==> config.mk <==
export PLATFORM = sky130hd
export DESIGN_NAME = pipe_stage_buf_flat
export DESIGN_NICKNAME = d
export VERILOG_FILES = /design/src/rtl/pipe_stage_buf_if.sv /design/src/rtl/pipe_stage_buf.sv /design/src/flat_wrapper.sv
export SDC_FILE = /design/constraint.sdc
export NUM_CORES = 1
export LEC_CHECK = 0
export ABC_AREA = 1
export CORE_MARGIN = 5
export CORE_UTILIZATION = 30
export CTS_CLUSTER_DIAMETER = 60
export DETAILED_ROUTE_END_ITERATION = 8
export GPL_ROUTABILITY_DRIVEN = 0
export PLACE_DENSITY = 0.63
export RECOVER_POWER = 25
export SLEW_MARGIN = 0
export SYNTH_ARGS = -nofsm -noshare
export SYNTH_HDL_FRONTEND = slang
export SYNTH_SLANG_ARGS = --single-unit
==> constraint.sdc <==
create_clock -name i_clk -period 3.6 [get_ports i_clk]
set_clock_uncertainty 0.05 [all_clocks]
set_input_delay 0.72 -clock i_clk [delete_from_list [all_inputs] [get_ports i_clk]]
set_output_delay 0.72 -clock i_clk [all_outputs]
set_load 0.01 [all_outputs]
==> src/rtl/pipe_stage_buf_if.sv <==
// Handshake and payload bundle around one pipe_stage_buf: upstream valid/ready/payload,
// downstream valid/ready/payload, flush and the stall counter readback.
`default_nettype none

interface pipe_stage_buf_if #(
  parameter int DATA_W = 96,
  parameter int CTRL_W = 13,
  parameter int CNT_W  = 16
);
  logic              i_flush;
  logic              i_valid;
  logic              o_ready;
  logic [DATA_W-1:0] i_data;
  logic [CTRL_W-1:0] i_ctrl;
  logic              o_valid;
  logic              i_ready;
  logic [DATA_W-1:0] o_data;
  logic [CTRL_W-1:0] o_ctrl;
  logic [CNT_W-1:0]  o_stall_cnt;

  // Producer/consumer side: drives the stage inputs and observes its outputs.
  modport master (
    output i_flush, i_valid, i_data, i_ctrl, i_ready,
    input  o_ready, o_valid, o_data, o_ctrl, o_stall_cnt
  );

  // The stage itself.
  modport slave (
    input  i_flush, i_valid, i_data, i_ctrl, i_ready,
    output o_ready, o_valid, o_data, o_ctrl, o_stall_cnt
  );
endinterface

`default_nettype wire

==> src/rtl/pipe_stage_buf.sv <==
// pipe_stage_buf: elastic pipeline stage register with flush and saturating stall counter.
// Define PIPE_STAGE_SKID_EN for the 2-entry skid buffer with registered o_ready.
`default_nettype none

module pipe_stage_buf #(
  parameter int DATA_W         = 96,
  parameter int CTRL_W         = 13,
  parameter bit CLEAR_ON_FLUSH = 1'b1,
  parameter int CNT_W          = 16
) (
  input  wire logic       i_clk,
  input  wire logic       i_rst_n,
  pipe_stage_buf_if.slave bus
);

  localparam int PW = DATA_W + CTRL_W;

  typedef enum logic [1:0] {
    ST_EMPTY = 2'd0,
    ST_ONE   = 2'd1,
    ST_FULL  = 2'd2
  } state_e;

  state_e           state_q, state_d;
  logic [PW-1:0]    main_q, main_d;
  logic [CNT_W-1:0] cnt_q, cnt_d;

  logic          w_valid;
  logic          w_ready;
  logic          w_accept;
  logic          w_drain;
  logic [PW-1:0] w_in;

  assign w_in    = {bus.i_data, bus.i_ctrl};
  assign w_valid = (state_q != ST_EMPTY);

`ifdef PIPE_STAGE_SKID_EN
  logic [PW-1:0] skid_q, skid_d;
  logic          ready_q;

  // Ready depends only on a flop, so downstream back-pressure never ripples upstream in one cycle.
  assign w_ready = ready_q;
`else
  assign w_ready = !w_valid || bus.i_ready;
`endif

  assign w_accept = bus.i_valid && w_ready;
  assign w_drain  = w_valid && bus.i_ready;

  always_comb begin
    state_d = state_q;
    main_d  = main_q;
`ifdef PIPE_STAGE_SKID_EN
    skid_d  = skid_q;
`endif
    if (bus.i_flush) begin
      // A drain in this cycle still completes downstream; anything accepted is dropped.
      state_d = ST_EMPTY;
      if (CLEAR_ON_FLUSH) begin
        main_d = '0;
`ifdef PIPE_STAGE_SKID_EN
        skid_d = '0;
`endif
      end
    end else begin
      case (state_q)
        ST_EMPTY: begin
          if (w_accept) begin
            main_d  = w_in;
            state_d = ST_ONE;
          end
        end
        ST_ONE: begin
          if (w_accept && w_drain) begin
            main_d = w_in;
`ifdef PIPE_STAGE_SKID_EN
          end else if (w_accept) begin
            skid_d  = w_in;
            state_d = ST_FULL;
`endif
          end else if (w_drain) begin
            state_d = ST_EMPTY;
          end
        end
`ifdef PIPE_STAGE_SKID_EN
        ST_FULL: begin
          if (w_drain) begin
            main_d  = skid_q;
            state_d = ST_ONE;
          end
        end
`endif
        default: state_d = ST_EMPTY;
      endcase
    end
  end

  always_comb begin
    cnt_d = cnt_q;
    if (w_valid && !bus.i_ready && (cnt_q != {CNT_W{1'b1}})) begin
      cnt_d = cnt_q + CNT_W'(1);
    end
  end

  always_ff @(posedge i_clk or negedge i_rst_n) begin
    if (!i_rst_n) begin
      state_q <= ST_EMPTY;
      main_q  <= '0;
      cnt_q   <= '0;
    end else begin
      state_q <= state_d;
      main_q  <= main_d;
      cnt_q   <= cnt_d;
    end
  end

`ifdef PIPE_STAGE_SKID_EN
  always_ff @(posedge i_clk or negedge i_rst_n) begin
    if (!i_rst_n) begin
      skid_q  <= '0;
      ready_q <= 1'b1;
    end else begin
      skid_q  <= skid_d;
      ready_q <= (state_d != ST_FULL);
    end
  end
`endif

  assign bus.o_valid     = w_valid;
  assign bus.o_ready     = w_ready;
  assign bus.o_data      = main_q[PW-1:CTRL_W];
  assign bus.o_ctrl      = main_q[CTRL_W-1:0];
  assign bus.o_stall_cnt = cnt_q;

endmodule

`default_nettype wire

==> src/flat_wrapper.sv <==
// flat-port wrapper written by rule: the top's interface ports become plain ports
module pipe_stage_buf_flat 
#(
  parameter int DATA_W         = 96,
  parameter int CTRL_W         = 13,
  parameter bit CLEAR_ON_FLUSH = 1'b1,
  parameter int CNT_W          = 16
)
  (i_clk, i_rst_n, bus_i_flush, bus_i_valid, bus_i_data, bus_i_ctrl, bus_i_ready, bus_o_ready, bus_o_valid, bus_o_data, bus_o_ctrl, bus_o_stall_cnt);
  pipe_stage_buf_if #(.DATA_W(DATA_W), .CTRL_W(CTRL_W), .CNT_W(CNT_W)) bus_i ();
  input  wire logic i_clk;
  input  wire logic i_rst_n;
  input wire logic [$bits(bus_i.i_flush)-1:0] bus_i_flush;
  input wire logic [$bits(bus_i.i_valid)-1:0] bus_i_valid;
  input wire logic [$bits(bus_i.i_data)-1:0] bus_i_data;
  input wire logic [$bits(bus_i.i_ctrl)-1:0] bus_i_ctrl;
  input wire logic [$bits(bus_i.i_ready)-1:0] bus_i_ready;
  output wire logic [$bits(bus_i.o_ready)-1:0] bus_o_ready;
  output wire logic [$bits(bus_i.o_valid)-1:0] bus_o_valid;
  output wire logic [$bits(bus_i.o_data)-1:0] bus_o_data;
  output wire logic [$bits(bus_i.o_ctrl)-1:0] bus_o_ctrl;
  output wire logic [$bits(bus_i.o_stall_cnt)-1:0] bus_o_stall_cnt;
  assign bus_i.i_flush = bus_i_flush;
  assign bus_i.i_valid = bus_i_valid;
  assign bus_i.i_data = bus_i_data;
  assign bus_i.i_ctrl = bus_i_ctrl;
  assign bus_i.i_ready = bus_i_ready;
  assign bus_o_ready = bus_i.o_ready;
  assign bus_o_valid = bus_i.o_valid;
  assign bus_o_data = bus_i.o_data;
  assign bus_o_ctrl = bus_i.o_ctrl;
  assign bus_o_stall_cnt = bus_i.o_stall_cnt;
  pipe_stage_buf #(.DATA_W(DATA_W), .CTRL_W(CTRL_W), .CLEAR_ON_FLUSH(CLEAR_ON_FLUSH), .CNT_W(CNT_W)) u_core (.i_clk(i_clk), .i_rst_n(i_rst_n), .bus(bus_i));
endmodule
# Word level (Yosys, flattened, before mapping)
# Index checks and enable logic that the tools add are counted.
# totals
reg_bits,127
word_cells,32
# classes
n_addsub,1
eq_ne,6
muxes,9
reduce_logical,13
# op_table
op,n
109-bit 2-to-1 mux,3
109-bit case mux with 2 select lines,1
"16-bit by 1-bit adder with 16-bit output, second input constant",1
"16-bit != test, second input constant",1
"3-bit by 2-bit != test with 1-bit output, second input constant",3
2-bit 2-to-1 mux,4
3-bit AND reduction,2
1-bit logical AND,5
2-bit case mux with 2 select lines,1
"3-bit != test, second input constant",1
3-bit nonzero test,1
"2-bit by 1-bit == test with 1-bit output, second input constant",1
1-bit logical NOT,2
2-bit logical NOT,1
2-bit nonzero test,1
1-bit logical OR,1

# Logic depth before layout (Yosys ltp)
# Gate-level depths: netlist of run 1.
# logic_depth
ltp_word,8
depth_mapped,9
mapped_depth_nobuf,9

# Worst setup path before layout of run 1
# OpenSTA, ideal clock, no wires.
# synth_path
kind,input -> output
start,input bus_i_ready
end,output bus_o_ready
arrival_time_ns,0.969
required_time_ns,2.830
path_slack_ns,1.861
cell_stages,2
n_path_buf,0
cell_sequence,nor2_4 -> inv_1
# synth_between
elab_chain_cells,1
# synth_lines
element,line,text
from (decl),flat_wrapper.sv:17,input wire logic [$bits(bus_i.i_ready)-1:0] bus_i_ready;
1-bit logical OR,pipe_stage_buf.sv:44,assign w_ready = !w_valid || bus.i_ready;
to (decl),flat_wrapper.sv:18,output wire logic [$bits(bus_i.o_ready)-1:0] bus_o_ready;
# Every way passes these cells.

# Final worst setup path of run 1
# Ends and elaborated chain as after synthesis.

==> results of run 1 <==
-- worst max-delay path, cell delays in order --
cell and delay, ns:
clkdlybuf4s50_1 0.45, nor2_4 0.20, inv_1 0.12, clkdlybuf4s50_1 0.49
-- Yosys cell counts, drive strengths merged --
master,number,share of area
inv,124,0.083
nand2,73,0.051
o21ai,117,0.11
clkbuf,9,0.0061
a21oi,1,0.00090
nor2,19,0.019
buf,29,0.045
nand4,4,0.0072
xnor2,5,0.0078
nand3,115,0.10
ha,1,0.0022
nand3b,2,0.0027
dfrtp,126,0.57
-- worst paths after layout --
path | startpoint | end | cells past startpoint
setup / recovery | bus_i_ready | bus_o_ready | 4
hold reg to reg | u_core.main_q[106] | u_core.main_q[106] | 2
max in group asynchronous | i_rst_n | u_core.main_q[22] | 2
setup reg to reg | u_core.state_q[0] | u_core.main_q[29] | 6
min in group asynchronous | i_rst_n | u_core.main_q[79] | 1
hold / removal | u_core.main_q[106] | u_core.main_q[106] | 2
-- area by class of cell --
type / instances / area [um^2] / area share
Sequential cell: 126 / 3150 / 0.363
Tap cell: 229 / 287 / 0.0330
Inverter: 124 / 467 / 0.0537
Multi-Input combinational cell: 337 / 1680 / 0.193
Timing Repair Buffer: 247 / 2470 / 0.285
Clock inverter: 13 / 189 / 0.0217
Clock buffer: 19 / 443 / 0.0509
-- stage by stage --
| stage | setup WS [ns] | util | power (W) |
|---|---|---|---|
| after floorplan | 1.86 | - | 0.00191 |
| after global placement | 0.865 | 0.444 | 0.00235 |
| after detailed placement | 0.850 | 0.444 | 0.00236 |
| after CTS | 0.843 | 0.479 | 0.00424 |
| after global routing | 0.715 | 0.479 | 0.00437 |
| final | 0.847 | 0.479 | 0.00417 |
-- power by group through the flow --
stage | clock (W) | combinational [W] | sequential [W]
2_1_floorplan | 0 | 0.000218 | 0.00169
3_3_place_gp | 0 | 0.000711 | 0.00164
3_5_place_dp | 0 | 0.000714 | 0.00165
4_1_cts | 0.00190 | 0.000718 | 0.00162
5_1_grt | 0.00196 | 0.000776 | 0.00164
6_report | 0.00184 | 0.000704 | 0.00162
-- sequential cells by signal, summed over array words and instances (netlist names) --
register                count
u_core.bus.o_stall_cnt     16
u_core.main_q             109
u_core.state_q              1
-- layer usage --
| layer | global-route usage | share of wire |
|---|---|---|
| met5 | 0 | 0 |
| met4 | 0.0372 | 0.0089 |
| met3 | 0.0623 | 0.084 |
| met2 | 0.229 | 0.45 |
| met1 | 0.200 | 0.46 |
-- kinds of logic after synthesis --
logic type,share of synthesized area
XOR/XNOR,0.00785
AND/OR/NAND/NOR,0.183
AO/OA/AOI/OAI,0.107
adder cells (fa/ha/maj),0.00224
buffers and inverters,0.135
flip-flops,0.565
==> impl_metrics.env, run 1 <==
export IMPL_status="finished, violations left"
export IMPL_violations="max-capacitance violations, max-slew violations"
export IMPL_first_global_vias=4695
export IMPL_worst_slew_pin_slew_ns=2.21
export IMPL_finalSetupViolations=0
export IMPL_final_cell_mix="239 x clkdlybuf4s50_1, 126 x dfrtp_1, 122 x inv_1"
export IMPL_fillerInstances=1703
export IMPL_worstPathRequired_ns=2.83
export IMPL_drv_slew=38
export IMPL_final_common_cell="clkdlybuf4s50_1"
export IMPL_fin_cells=1095
export IMPL_p_int_w=0.00311
export IMPL_seqPwrFrac=0.390
export IMPL_period_needed_ns=2.75
export IMPL_swShare=0.255
export IMPL_ctsHoldBuffers=0
export IMPL_cts_clk_slew_worst_paths_ns=0.05
export IMPL_numCtsBuffers=17
export IMPL_dieWidth_um=146
export IMPL_crit_arrival_ns=1.98
export IMPL_ys_warn_count=0
export IMPL_worstSetupEndpointType="output pin"
export IMPL_hold_path_class="flop to flop"
export IMPL_track_usage=0.150
export IMPL_ys_seq_elements=126
export IMPL_drt_wirelength_per_cell_um=14.8
export IMPL_antenna_cells=0
export IMPL_hpwlAfterDp_mm=11.1
export IMPL_antenna_found_initial=0
export IMPL_dpl_cell_area_um2=8070
export IMPL_clk_path_buf_depth=2
export IMPL_hold_viol_final=0
export IMPL_clkSinkCount=126
export IMPL_io_pins=241
export IMPL_start_util=0.307
export IMPL_core_area_um2=18100
export IMPL_firstDrtPassIters=4
export IMPL_finalCritPeriodShare=0.765
export IMPL_port_buffer_count=240
export IMPL_power_share_clock=0.442
export IMPL_final_nets=968
export IMPL_drive_gt1_frac=0.0577
export IMPL_cts_setup_buffers=0
export IMPL_p_sw_w=0.00106
export IMPL_holdWs_ns=0.470
export IMPL_ant_nets=0
export IMPL_max_cap_viol_count=1
export IMPL_slew_headroom=-0.476
export IMPL_grt_start_max_net_pins=182
export IMPL_synth_cells=625
export IMPL_cts_resized=0
export IMPL_fin_area_um2=8690
export IMPL_synth_area_um2=5580
export IMPL_reg2reg_slack_ns=1.86
export IMPL_setup_tns_final_ns=0
export IMPL_seq_area_frac_synth=0.565
export IMPL_vias=4867
export IMPL_comb_power_share=0.169
export IMPL_cts_tree="done"
export IMPL_placedCellCount=1063
export IMPL_grt_pass1_wl_mm=26.1
export IMPL_ir_worst_vdd_mv=0.287
export IMPL_startpoint_type="input pin"
export IMPL_routed_via_density=4.44
export IMPL_grt_overflow_total=0
export IMPL_syn_avg_cell_area_um2=8.93
export IMPL_crit_type="input pin to output pin"
export IMPL_die_h_um=146
export IMPL_cp_max_fo=4
export IMPL_p_per_area_nw_per_um2=480
export IMPL_cts_root_buf="clkbuf_16"
export IMPL_timing_fmax_ghz=0.363
export IMPL_rsz0062_at_grt="false"
export IMPL_drc=0
export IMPL_rows=49
export IMPL_clk_insertion_delay_late_ns=0.40
export IMPL_p_leak_nw=3.76
export IMPL_die_area_um2=21400
export IMPL_syn_to_final_growth_pct=55.8
export IMPL_drt_wl_total_mm=16.2
export IMPL_syn_num_nets=740
export IMPL_drt_iter0_drc=171
export IMPL_synth_cell_types=26
export IMPL_htreeDepth=4
(Power assumes the default switching activity.)
==> run 2, diff against run 1 <==
- clock period: 3.6 -> 2.7 ns (I/O delays scaled with it)
==> run 2 against run 1 <==
Net effect:
- the run now ends clean
- power rose by 34%
- largest power group unchanged
- critical path type unchanged
- combinational power up 36%
- utilization increased by 0.58 points
- final area increased by 1.2%
- wire length increased by 0.84%
- setup slack got worse by 0.54 ns
- clock power is 35% higher
==> impl_metrics.env, run 2 (synthesized netlist as in run 1, its figures left out) <==
export IMPL_final_common_cell="clkdlybuf4s50_1"
export IMPL_cp_max_fo=4
export IMPL_worstPathRequired_ns=2.11
export IMPL_hold_viol_final=0
export IMPL_gr_usage_met2=0.240
export IMPL_cts_setup_buffers=0
export IMPL_seqPwrFrac=0.386
export IMPL_max_cap_viol_count=0
export IMPL_grt_busiest_layer="met2"
export IMPL_clk_path_buf_depth=2
export IMPL_holdWs_ns=0.236
export IMPL_drive_gt1_frac=0.0654
export IMPL_clkSinkCount=126
export IMPL_crit_arrival_ns=1.80
export IMPL_cts_root_buf="clkbuf_16"
export IMPL_finalSetupViolations=0
export IMPL_ir_worst_vdd_mv=0.390
export IMPL_ant_nets=0
export IMPL_cts_resized=0
export IMPL_antenna_found_initial=0
export IMPL_finalCritPeriodShare=0.885
export IMPL_placedCellCount=1070
export IMPL_p_sw_w=0.00142
export IMPL_timing_fmax_ghz=0.419
export IMPL_numCtsBuffers=17
export IMPL_top_register="u_core.main_q"
export IMPL_ctsHoldBuffers=0
export IMPL_crit_top_cell="clkdlybuf4s50_1"
export IMPL_worstSetupEndpointType="output pin"
export IMPL_firstDrtPassIters=6
export IMPL_p_per_area_nw_per_um2=637
export IMPL_core_area_um2=18100
export IMPL_fillerInstances=1731
export IMPL_grt_overflow_total=0
export IMPL_p_int_w=0.00419
export IMPL_drt_wirelength_per_cell_um=14.9
export IMPL_track_usage=0.152
export IMPL_htreeDepth=4
export IMPL_cpMaxStageDelayCell="clkdlybuf4s50_1"
export IMPL_hpwlAfterDp_mm=11.5
export IMPL_startpoint_type="input pin"
export IMPL_routed_via_density=4.47
export IMPL_rsz0062_at_grt="false"
export IMPL_setup_slack_ns=0.312
export IMPL_slew_headroom=0.304
export IMPL_setup_tns_final_ns=0
export IMPL_drv_slew=0
export IMPL_start_util=0.307
export IMPL_cts_tree="done"
export IMPL_worst_slew_pin_slew_ns=1.04
export IMPL_port_buffer_count=240
export IMPL_die_h_um=146
export IMPL_p_leak_nw=3.82
export IMPL_met1_usage=0.193
export IMPL_power_share_clock=0.443
export IMPL_drt_wl_total_mm=16.4
export IMPL_io_pins=241
export IMPL_vias=4922
export IMPL_die_area_um2=21400
export IMPL_path_cells="clkdlybuf4s50_1 > nor2_4 > inv_1 > clkdlybuf4s50_1"
export IMPL_place_ws_ns=0.319
export IMPL_hold_path_class="input pin to asynchronous set/reset pin"
export IMPL_grt_pass1_wl_mm=26.3
export IMPL_rows=49
export IMPL_first_global_vias=4858
export IMPL_clk_insertion_delay_late_ns=0.40
export IMPL_antenna_cells=0
export IMPL_dieWidth_um=146
export IMPL_final_nets=975
export IMPL_comb_power_share=0.171
export IMPL_drc=0
export IMPL_fin_cells=1101
export IMPL_grtUsageMet3=0.0555
export IMPL_swShare=0.253
export IMPL_crit_type="input pin to output pin"
export IMPL_cts_clk_slew_worst_paths_ns=0.06
export IMPL_period_needed_ns=2.39
export IMPL_largest_reg_flops=109
export IMPL_syn_to_final_growth_pct=57.7
export IMPL_final_cell_mix="239 x clkdlybuf4s50_1, 126 x dfrtp_1, 122 x inv_1"
export IMPL_drt_iter0_drc=207
export IMPL_status="complete, no violations"
export IMPL_grt_start_max_net_pins=110
export IMPL_max_stage_delay_ns=0.55
-- run 2: layout make-up --
cell class / instances / area (um^2) / share of cell area
flip-flops and latches: 126 / 3150 / 0.358
repair buffers: 254 / 2570 / 0.293
multi-input cells: 337 / 1680 / 0.191
inverters: 124 / 467 / 0.0530
clock buffers: 19 / 453 / 0.0515
well taps: 229 / 287 / 0.0326
clock inverters: 12 / 184 / 0.0209
-- run 2: final timing paths --
kind | from | end | slack, ns | cells past startpoint
worst max-delay path | bus_i_ready | bus_o_ready | 0.31 | 4
worst min-delay path | i_rst_n | u_core.main_q[70] | 0.24 | 1
worst max register to register | u_core.state_q[0] | u_core.main_q[55] | 1.08 | 6
worst min register to register | u_core.main_q[89] | u_core.main_q[89] | 0.47 | 2
max in group asynchronous | i_rst_n | u_core.main_q[76] | 1.20 | 2
min in group i_clk | u_core.main_q[89] | u_core.main_q[89] | 0.47 | 2
-- run 2: through the flow --
step                instance area, um^2  total power [W]   util
finish                             8800          0.00560  0.485
global route                       8800          0.00587  0.485
CTS                                8800          0.00570  0.485
global placement                   8170          0.00316  0.450
detailed placement                 8170          0.00317  0.450
floorplan                          5580          0.00255      -
-- run 2: critical path: cells and delay by family --
| kind | cells | cell delay, ns |
|---|---|---|
| simple gates | 1 | 0.07 |
| buf+inv | 3 | 1.18 |
-- run 2: power by group through the flow --
stage / combinational [W] / clock [W] / sequential [W]
2_1_floorplan: 0.000291 / 0 / 0.00226
3_3_place_gp: 0.000968 / 0 / 0.00219
3_5_place_dp: 0.000974 / 0 / 0.00220
4_1_cts: 0.000979 / 0.00255 / 0.00217
5_1_grt: 0.00105 / 0.00263 / 0.00219
6_report: 0.000959 / 0.00248 / 0.00216
-- run 2: routing by layer --
layer  routed length (um)  share of wire
met5                    0              0
met4                  253          0.015
met3                 1320          0.081
met2                 7480           0.46
met1                 7300           0.45
==> run 3, diff against run 2 <==
- CAP_MARGIN: default -> 20
==> results of run 3 <==
The final DEF is identical to that of run 2; final timing and power are the same.
==> RTL edit 1, RTL diff (settings of run 1) <==
`CTRL_W` is set to 13 in 3 places; all go to 26.
--- a/src/rtl/pipe_stage_buf_if.sv
+++ b/src/rtl/pipe_stage_buf_if.sv
@@ -5,5 +5,5 @@
 interface pipe_stage_buf_if #(
   parameter int DATA_W = 96,
-  parameter int CTRL_W = 13,
+  parameter int CTRL_W = 26,
   parameter int CNT_W  = 16
 );
--- a/src/rtl/pipe_stage_buf.sv
+++ b/src/rtl/pipe_stage_buf.sv
@@ -5,5 +5,5 @@
 module pipe_stage_buf #(
   parameter int DATA_W         = 96,
-  parameter int CTRL_W         = 13,
+  parameter int CTRL_W         = 26,
   parameter bit CLEAR_ON_FLUSH = 1'b1,
   parameter int CNT_W          = 16
--- a/src/flat_wrapper.sv
+++ b/src/flat_wrapper.sv
@@ -3,5 +3,5 @@
 #(
   parameter int DATA_W         = 96,
-  parameter int CTRL_W         = 13,
+  parameter int CTRL_W         = 26,
   parameter bit CLEAR_ON_FLUSH = 1'b1,
   parameter int CNT_W          = 16
Ports: changed (resized bus_i_ctrl and bus_o_ctrl); port bits go from 241 to 267. No check against the original RTL was run, so the function may have changed too.
==> RTL edit 1 against run 1 <==
- setup slack got worse by 25 ps
- sequential cell count is 13 higher
- area after synthesis up 9.2%
- global-route usage grew 1.1 points
- final area rose by 11%
- total power grew 5.7%
- wire length up 17%
- count of clock-buffer cells in the layout up 1
==> RTL edit 1: results (changes against run 1) <==
synthesis:
  ys_seq_area_share_pct: 57.1  # +0.57 points
  ys_warn_count: 0  # unchanged
  synthTopCellsByArea: "dfrtp_1 (57%), nand3_1 (11%), inv_1 (8.3%), o21ai_1 (6.6%), nand2_1 (4.1%)"
  syn_nets: 810  # +9.5%
  ys.flop_type: "dfrtp_1"
  ys_types: 25  # -3.8%
  async_flop_share_pct: 100  # unchanged
  synth_common_cells: "dfrtp_1 (139), inv_1 (135), nand3_1 (128)"
  synthCells: 682  # +9.1%
hold_path:
  hp-class: "primary input to asynchronous set/reset pin"
setup_path:
  cp.arrival_ps: 2010  # +30 ps
  r2r_cells: 7  # +1
  crit_fanout: 6  # +2
global_route:
  grt_max_degree: 123  # -32%
  track_usage_pct: 16.1  # +1.1 points
  grt_pass1_vias: 5435  # +16%
  antenna_found_initial: 0  # unchanged
  grt_first_pass_wirelength_um: 30400  # +17%
layout:
  layout-drive-gt1-share_pct: 6.23  # +0.46 points
  diodes: 0  # unchanged
  fin_nets: 1063  # +9.8%
  largest_register_ffs: 122  # +12%
  largest-register: "u_core.main_q"
clocking:
  cts-root-buf: "clkbuf_16"
  htreeDepth: 4  # unchanged
  postCtsSetupRepairBufs: 0  # unchanged
  insertion_delay_ps: 410
  cts-resized-gates: 0  # unchanged
  cts_buffers: 17  # unchanged
  clk_pin_slew_ps: 60
  cts_buffer_depth: 2  # unchanged
timing:
  worst_pin_slew_ps: 1040  # -1170 ps
route:
  drtAntennaViolNets: 0  # unchanged
  via_per_inst: 4.43  # -0.26%
  first_iter_violations: 251  # +47%
  routed_wl_um: 18900  # +17%
  drtPass1Iterations: 4  # unchanged
  routedWlPerCell_um: 15.6  # +5.1%
power:
  ir_drop_uv: 270  # -6.0%
  intPower_w: 0.00332  # +6.7%
  cellLeakagePower_nw: 4.49  # +19%
placed_design:
  dp_hpwl_um: 13100  # +18%
  dp_cells: 1186  # +12%
  port-buffer-count: 266  # +11%
status:
  status: "completed"
flow_run:
  drv_cap: 0  # -1
[RTL edit 1: cell families (layout without fill, tap and decap cells)]
group | Yosys count | count (layout) | synth area share (%)
flip-flops | 139 | 139 | 57.1
AO/OA/AOI/OAI | 127 | 127 | 10.4
AND/OR/NAND/NOR | 229 | 229 | 18.4
XOR/XNOR | 7 | 7 | 1.01
buffers and inverters | 179 | 444 | 12.9
adder cells (fa/ha/maj) | 1 | 1 | 0.205
[RTL edit 1: layout make-up]
cell class,count,area (µm²)
timing repair buffer,275,2820
clock inverter,11,193
clock buffer,20,457
multi-input combinational,364,1840
inverter,138,519
fill,1924,10500
sequential,139,3480
tap,270,338
[RTL edit 1: worst max-delay path, cell delays in order]
cell	delay (ps)
clkdlybuf4s50_1	500
nor2_4	70
inv_2	140
clkdlybuf4s50_1	570
[RTL edit 1: layer usage]
metal  GRT usage [%]  wire length, µm  vias to the layer above
li1                -                -                     2676
met1            19.9             8070                     2521
met2            26.4             9090                      167
met3            4.91             1230                       31
met4            6.66              553                        0
met5               0                0                        -
[RTL edit 1: final timing paths]
path | from | to | slack [ps]
max | bus_i_ready | bus_o_ready | 820
min | i_rst_n | u_core.main_q[83] | 210
max reg2reg | u_core.state_q[0] | u_core.main_q[17] | 1760
min reg2reg | u_core.main_q[110] | u_core.main_q[110] | 470
max in group asynchronous | i_rst_n | u_core.main_q[87] | 1950
min in group i_clk | u_core.main_q[110] | u_core.main_q[110] | 470
[RTL edit 1: power by group through the flow]
stage	clock, W	combinational, W	sequential (W)
global route	0.00206	0.000778	0.00177
finish	0.00194	0.000715	0.00175
detailed placement	0	0.000729	0.00177
global placement	0	0.000727	0.00177
CTS	0.00199	0.000731	0.00175
floorplan	0	0.000219	0.00182
[RTL edit 1: stage by stage]
stage	hold slack, ps	setup WS, ps	area [µm²]
after floorplan	374	1870	6090
after global placement	443	839	9000
after detailed placement	453	819	9000
after CTS	217	817	9650
after global routing	231	759	9640
final	205	822	9640
==> RTL edit 2, RTL diff (config.mk and constraints of run 1) <==
Made on the original files. Re-encode `state_e` (3 states) as one-hot, 3 bits wide.
--- a/src/rtl/pipe_stage_buf.sv
+++ b/src/rtl/pipe_stage_buf.sv
@@ -16,8 +16,8 @@
   localparam int PW = DATA_W + CTRL_W;
 
-  typedef enum logic [1:0] {
-    ST_EMPTY = 2'd0,
-    ST_ONE   = 2'd1,
-    ST_FULL  = 2'd2
+  typedef enum logic [2:0] {
+    ST_EMPTY = 3'b001,
+    ST_ONE   = 3'b010,
+    ST_FULL  = 3'b100
   } state_e;
 
Function: same outputs for any inputs over 4 cycles, from zero or initial values and one cycle with i_rst_n low; so few cycles prove little.
==> RTL edit 2 against run 1 <==
- area after synthesis is 1.3% lower
- utilization is 0.083 points higher
- total power is 5.2% higher
- combinational power is 28% higher
- sequential share of layout area is 0.49 points higher
- final area is 0.50% lower
- sequential cell count is 1 higher
- setup slack worse by 47 ps
- wire length is 0.64% lower
- critical path type unchanged
- critical endpoint unchanged
==> RTL edit 2: results (changes against run 1) <==
clocking:
  clk_pin_slew_ps: 60
  insertion_delay_ps: 410
  hold_buffers: 0  # unchanged
  postCtsSetupRepairBufs: 0  # unchanged
  htreeDepth: 4  # unchanged
  cts-root-buf: "clkbuf_16"
  cts_buffers: 17  # unchanged
hold_path:
  hp-class: "flop to flop"
route:
  routed.top_layer: "met4"
  first_iter_violations: 217  # +27%
  vias: 4864  # -0.062%
  wl_met3_um: 1240  # -9.5%
  routedWlPerCell_um: 14.7  # -1.0%
  wl_met2_um: 7310  # +1.1%
  met1_length_um: 7310  # -2.3%
setup_path:
  crit_family: "buffers and inverters"
  crit_fanout: 3  # -1
  critPathSlowestCell: "clkdlybuf4s50_1"
  slowest_delay_ps: 490  # about the same
  cp.arrival_ps: 2030  # +50 ps
global_route:
  overflow: 0  # unchanged
  track_usage_pct: 15.6  # +0.51 points
  grtUsageMet2_pct: 23.6  # +0.74 points
  grt_max_degree: 77  # -58%
  grt_pass1_vias: 4741  # +0.98%
  grt_first_pass_wirelength_um: 26700  # +2.6%
  grt_util_met1_pct: 20.8  # +0.77 points
  grtUsageMet3_pct: 5.48  # -0.75 points
synthesis:
  syn_nets: 746  # +0.81%
  synth-xor-area-share_pct: 1.27  # +0.49 points
  synthMuxAreaShare_pct: 0  # unchanged
  ys_types: 18  # -31%
  synthAdderAreaFrac_pct: 0.227  # +0.0031 points
  ys_warn_count: 0  # unchanged
  async_flop_share_pct: 100  # unchanged
  ys_seq_area_share_pct: 57.8  # +1.2 points
  synth_top_area_share_pct: 57.3  # +0.77 points
  synth_common_cells: "nand2_1 (276), dfrtp_1 (126), o21ai_1 (87)"
  synthTopCellsByArea: "dfrtp_1 (57%), nand2_1 (19%), o21ai_1 (7.9%), o21ai_2 (3.2%), buf_6 (3.1%)"
  ys.flop_type: "dfrtp_1"
  synth_compound_area_share_pct: 12.3  # +1.6 points
power:
  ir_drop_uv: 334  # +16%
  intPower_w: 0.00324  # +4.1%
  powerComb_w: 0.000899  # +28%
  cellLeakagePower_nw: 3.77  # +0.17%
  seqPwrFrac_pct: 38.7  # -0.3 points
placed_design:
  dp_hpwl_um: 11300  # +2.1%
  port-buffer-count: 240  # unchanged
layout:
  fillers: 1729  # +1.5%
  layout-drive-gt1-share_pct: 7.24  # +1.5 points
  largest_register_ffs: 109  # unchanged
  largest-register: "u_core.main_q"
  fin_nets: 974  # +0.62%
timing:
  relSlewSlack_pct: 12.3  # +60 points
status:
  status: "completed"
[RTL edit 2: final cells by class]
cell class / instances / area, µm² / area share (%)
Sequential cell: 127 / 3180 / 36.8
Timing Repair Buffer: 249 / 2510 / 29.1
Multi-Input combinational cell: 445 / 1990 / 23.0
Clock buffer: 19 / 443 / 5.12
Tap cell: 229 / 287 / 3.31
Clock inverter: 11 / 166 / 1.92
Inverter: 19 / 72.6 / 0.839
[RTL edit 2: cells by family after synthesis]
| logic type | Yosys count |
|---|---|
| AND/OR/NAND/NOR | 316 |
| flip-flops | 127 |
| AO/OA/AOI/OAI | 120 |
| buffers and inverters | 59 |
| XOR/XNOR | 8 |
| adder cells (fa/ha/maj) | 1 |
[RTL edit 2: final timing paths]
kind	slack, ps	to	start	depth (start not counted)
max	800	bus_o_ready	bus_i_ready	4
min	430	u_core.main_q[62]	u_core.main_q[62]	2
max reg2reg	1230	u_core.bus.o_stall_cnt[7]	u_core.state_q[0]	7
min reg2reg	430	u_core.main_q[62]	u_core.main_q[62]	2
max in group asynchronous	1120	u_core.main_q[52]	i_rst_n	2
min in group asynchronous	530	u_core.main_q[6]	i_rst_n	1
[RTL edit 2: through the flow]
| step | std cells | hold WS, ps | setup slack [ps] | area [µm²] | total power (W) |
|---|---|---|---|---|---|
| 2_1_floorplan | 631 | 374 | 1890 | 5500 | 0.00209 |
| 3_3_place_gp | 1069 | 414 | 782 | 8060 | 0.00263 |
| 3_5_place_dp | 1069 | 418 | 747 | 8060 | 0.00263 |
| 4_1_cts | 1099 | 316 | 785 | 8660 | 0.00446 |
| 5_1_grt | 1099 | 442 | 637 | 8650 | 0.00461 |
| 6_report | 1099 | 429 | 800 | 8650 | 0.00439 |
